**src/rtl/trig_delay_pulse_gen.sv**
```systemverilog
// Programmable trigger delay line and pulse shaper.
// Define TRIG_DROP_CNT_EN to build the saturating rejected-trigger counter.
`timescale 1ns/1ps

module trig_delay_pulse_gen #(
  parameter int DELAY_W = 3,
  parameter int DUR_W   = 16
) (
  input  logic               clk,
  input  logic               rst_n,
  input  logic               trig_i,
  input  logic [DELAY_W-1:0] delay_i,
  input  logic [DUR_W-1:0]   duration_i,
  output logic               trig_dly_o,
  output logic               pulse_o,
  output logic               busy_o,
  output logic               dropped_o,
  output logic [7:0]         drop_cnt_o
);

  localparam int DEPTH = 2 ** DELAY_W;
  localparam int CNT_W = (DUR_W > DELAY_W) ? DUR_W : DELAY_W;

  typedef enum logic [1:0] {
    S_IDLE   = 2'd0,
    S_WAIT   = 2'd1,
    S_ACTIVE = 2'd2
  } state_e;

  state_e           state_q, state_d;
  logic [CNT_W-1:0] cnt_q, cnt_d;
  logic [DUR_W-1:0] n_q, n_d;
  logic             pulse_q, pulse_d;
  logic             busy_q, busy_d;
  logic             drop_q, drop_d;
  logic             trig_q;
  logic             rise;
  logic [DEPTH-1:1] sr_q;
  logic [DEPTH-1:0] taps;
  logic [CNT_W-1:0] d_m1;
  logic [CNT_W-1:0] n_m1;

  // Tap k of the line is trig_i delayed by k cycles; tap 0 is live.
  assign taps       = {sr_q, trig_i};
  assign trig_dly_o = taps[delay_i];
  assign rise       = trig_i & ~trig_q;

  // A zero delay still costs one registered cycle of latency.
  assign d_m1 = (delay_i == '0) ? '0
              : CNT_W'(delay_i) - CNT_W'(1);
  assign n_m1 = CNT_W'(n_q) - CNT_W'(1);

  // Delay line shift and rise-detect history.
  always_ff @(posedge clk or negedge rst_n) begin
    if (!rst_n) begin
      trig_q <= 1'b0;
      sr_q   <= '0;
    end else begin
      trig_q <= trig_i;
      sr_q   <= taps[DEPTH-2:0];
    end
  end

  // Next-state, counter and output decode.
  always_comb begin
    state_d = state_q;
    cnt_d   = cnt_q;
    n_d     = n_q;
    drop_d  = 1'b0;
    unique case (state_q)
      S_IDLE: begin
        if (rise && (duration_i != '0)) begin
          state_d = S_WAIT;
          cnt_d   = d_m1;
          n_d     = duration_i;
        end
      end
      S_WAIT: begin
        drop_d = rise;
        if (cnt_q == '0) begin
          state_d = S_ACTIVE;
          cnt_d   = n_m1;
        end else begin
          cnt_d = cnt_q - CNT_W'(1);
        end
      end
      S_ACTIVE: begin
        drop_d = rise;
        if (cnt_q == '0) begin
          state_d = S_IDLE;
        end else begin
          cnt_d = cnt_q - CNT_W'(1);
        end
      end
      default: begin
        state_d = S_IDLE;
      end
    endcase
    pulse_d = (state_d == S_ACTIVE);
    busy_d  = (state_d != S_IDLE);
  end

  // State register with registered pulse/busy/drop outputs.
  always_ff @(posedge clk or negedge rst_n) begin
    if (!rst_n) begin
      state_q <= S_IDLE;
      cnt_q   <= '0;
      n_q     <= '0;
      pulse_q <= 1'b0;
      busy_q  <= 1'b0;
      drop_q  <= 1'b0;
    end else begin
      state_q <= state_d;
      cnt_q   <= cnt_d;
      n_q     <= n_d;
      pulse_q <= pulse_d;
      busy_q  <= busy_d;
      drop_q  <= drop_d;
    end
  end

  assign pulse_o   = pulse_q;
  assign busy_o    = busy_q;
  assign dropped_o = drop_q;

`ifdef TRIG_DROP_CNT_EN
  logic [7:0] drop_cnt_q;

  // Saturating count of rejected rises; cleared only by reset.
  always_ff @(posedge clk or negedge rst_n) begin
    if (!rst_n) begin
      drop_cnt_q <= 8'h00;
    end else if (drop_d && (drop_cnt_q != 8'hFF)) begin
      drop_cnt_q <= drop_cnt_q + 8'd1;
    end
  end

  assign drop_cnt_o = drop_cnt_q;
`else
  assign drop_cnt_o = 8'h00;
`endif

endmodule
```
**config.mk**
```make
export PLATFORM = sky130hd
export DESIGN_NAME = trig_delay_pulse_gen
export DESIGN_NICKNAME = d
export VERILOG_FILES = /design/src/rtl/trig_delay_pulse_gen.sv
export SDC_FILE = /design/constraint.sdc
export NUM_CORES = 1
export LEC_CHECK = 0
export BUFFER_PORTS_ARGS = -buffer_cell sky130_fd_sc_hd__buf_2
export CAP_MARGIN = 30
export CORE_UTILIZATION = 30
export CTS_CLUSTER_SIZE = 16
export DETAILED_ROUTE_END_ITERATION = 8
export SLEW_MARGIN = 20
export SYNTH_ARGS = -nofsm -noshare
export SYNTH_HDL_FRONTEND = slang
export SYNTH_SLANG_ARGS = --single-unit
```
**constraint.sdc**
```tcl
create_clock -name clk -period 3.8 [get_ports clk]
set_input_delay 0.76 -clock clk [delete_from_list [all_inputs] [get_ports clk]]
set_output_delay 0.76 -clock clk [all_outputs]
set_load 0.02 [all_outputs]
```
==> out/metrics.cfg <==
[run_status]
status = finished, final reports clean

[drt]
drtPass1Iterations = 6
ant_nets = 0
wl_per_cell_um = 14.9
wl_met1_mm = 2.94
wl_met2_mm = 2.99
first_iter_violations = 107
num_vias = 2207
wirelength_mm = 6.30
dr_wl_met3_um = 241
drc = 0
top_layer = met4
routed_via_density = 5.23

[floorplanning]
die_height_um = 99.0
core.rowCount = 35
start_util = 0.307
die_x_um = 99.0
die-area_um2 = 9800
core_area_um2 = 9200
io-pin-count = 34

[worst_setup_path]
worstPathRequired_ns = 4.02
worstPathMaxFanout = 5
endpoint_kind = flop
start_kind = flop
crit_chain = inv_1 > ha_1 > nor3b_1 > nand3_1 > or3_1 > a22oi_1 > o21ai_0 > a21oi_1
slowest_delay_ns = 0.55
slowest_stage = nor3b_1
critical_path_arrival_ns = 2.69
r2r_cells = 8
worst-setup-path-type = reg2reg

[layout]
drive_gt1_frac = 0.215
design_area_um2 = 3120
seqCellArea_um2 = 1100
finalNetCount = 341
fin_util = 0.340
multi_input_area_um2 = 1570
nFillCells = 950
area_delta_synth_final_pct = 10.6
antenna_cells = 0

[clock_network]
clkLatencyLatePin_ns = 0.30
cts_made_buffers = 5
cts_root_buf = clkbuf_8
clkSlewWorstSetupHoldPaths_ns = 0.08
cts-resized-gates = 0
hold_buffers = 0
numClockSinks = 44
cts_max_level = 2
cts_tree = done
postCtsSetupBuffers = 0
cts_buffer_depth = 2

[timing]
finalHoldViolCount = 0
slew_violations = 0
max_clock_freq_mhz = 404
rsz0062_at_grt = no
tns_ns = 0
setup_violations = 0
period_minus_slack_ns = 2.47
skew_ns = 0.00909
fin_crit_sh = 0.651
maxSlewHeadroom = 0.555
setup_slack_ns = 1.33
worst_pin_slew_ns = 0.665

[synthesis]
synthFlopType = dfrtp_1
ys_types = 51
netlist_instances = 288
yosysSeqAreaShare = 0.390
yosysMostFrequentCell = dfrtp_1
synth_edf_count = 0
ys.warnings.count = 0
synth_area_leaders = dfrtp_1, mux2_2, ha_1
postSynthAreaPerCell_um2 = 9.81
yosys-top-cells-count = dfrtp_1, o21ai_0, nor2_1, mux2_2, nand2_1
synth_top_area_share = 0.390
synth_top_area_cell = dfrtp_1
synth-async-reset-ratio = 1.00
syn_area_um2 = 2820
synth_seq_cells = 44

[power_and_ir_drop]
power_density_nw_per_um2 = 799
ir_drop_uv = 363
power_mw = 2.49
power_leakage_nw = 1.29

[placed_design]
dp_hpwl_mm = 4.76
io_buffers = 25
place_worst_setup_slack_ns = 1.08
gp_congestion = 0.856
postPlaceCellArea_um2 = 3020

[grt]
grt_max_degree = 28
grt_pass1_vias = 2176
grt_first_pass_wirelength_mm = 10.7
grt_use_total = 0.138
antenna_found_initial = 0
overflow = 0

[run]
max-cap-violations = 0

[hold_path]
hold_path_class = reg2reg
min_path_cells = 0

## layout by cell type, fill, tap and decap left out, types with 13 or more instances in the layout
cell type   n
dfrtp_1    44
buf_2      25
o21ai_0    21
nor2_1     19
nand2_1    16
mux2_2     16
a21oi_1    15
nor3_1     14
inv_1      13
nor4_1     13
## worst paths after layout
kind	from	endpoint	slack (ns)
setup / recovery	cnt_q[0]	cnt_q[10]	1.33
hold / removal	sr_q[2]	sr_q[3]	0.38
setup reg to reg	cnt_q[0]	cnt_q[10]	1.33
hold reg to reg	sr_q[2]	sr_q[3]	0.38
max in group asynchronous	rst_n	state_q[1]	2.92
min in group asynchronous	rst_n	cnt_q[12]	0.39
## registers in the layout, indices dropped and copies added, names as in the netlist
register   count
state_q        2
cnt_q         16
sr_q           7
pulse_o        1
dropped_o      1
n_q           16
busy_o         1
## power by group
group | internal, mW | leakage (nW) | switching, mW | total, mW
logic | 0.525 | 0.693 | 0.705 | 1.23
clock network | 0.195 | 0.0552 | 0.163 | 0.359
registers | 0.653 | 0.544 | 0.254 | 0.907
total | 1.37 | 1.29 | 1.12 | 2.49
## layout make-up
cell class / count / area share
well taps: 111 / 0.0445
inverters: 13 / 0.0156
multi-input cells: 218 / 0.502
clock buffers: 6 / 0.0232
clock inverters: 2 / 0.0112
flip-flops and latches: 44 / 0.352
repair buffers: 28 / 0.0513
## metrics by stage
stage / hold WS, ns / cells
finish: 0.379 / 422
global route: 0.393 / 422
CTS: 0.380 / 422
detailed placement: 0.361 / 414
global placement: 0.353 / 413
floorplan: 0.349 / 295
## worst max-delay path, delay by kind of cell, from the launching register on
family | cells | cell delay, ns
adder cells (fa/ha/maj) | 1 | 0.21
AO/OA/AOI/OAI | 3 | 0.45
buffers and inverters | 1 | 0.14
AND/OR/NAND/NOR | 3 | 1.16
flip-flops | 1 | 0.44
## layer usage
| layer | vias up | global-route usage |
|---|---|---|
| met3 | 8 | 0.0213 |
| met2 | 66 | 0.224 |
| met1 | 1054 | 0.185 |
| met4 | 0 | 0.0551 |
| met5 | - | 0 |
| li1 | 1079 | - |
## kinds of logic (layout without fill, tap and decap cells)
group / after synthesis / count (layout) / share of synthesized area
AND/OR/NAND/NOR: 95 / 95 / 0.195
AO/OA/AOI/OAI: 62 / 62 / 0.146
flip-flops: 44 / 44 / 0.390
buffers and inverters: 33 / 49 / 0.0642
multiplexers: 25 / 25 / 0.105
XOR/XNOR: 19 / 19 / 0.0589
adder cells (fa/ha/maj): 9 / 9 / 0.0399
other: 1 / 8 / 0.00133
Note: power is estimated with default switching activity, not from simulation.
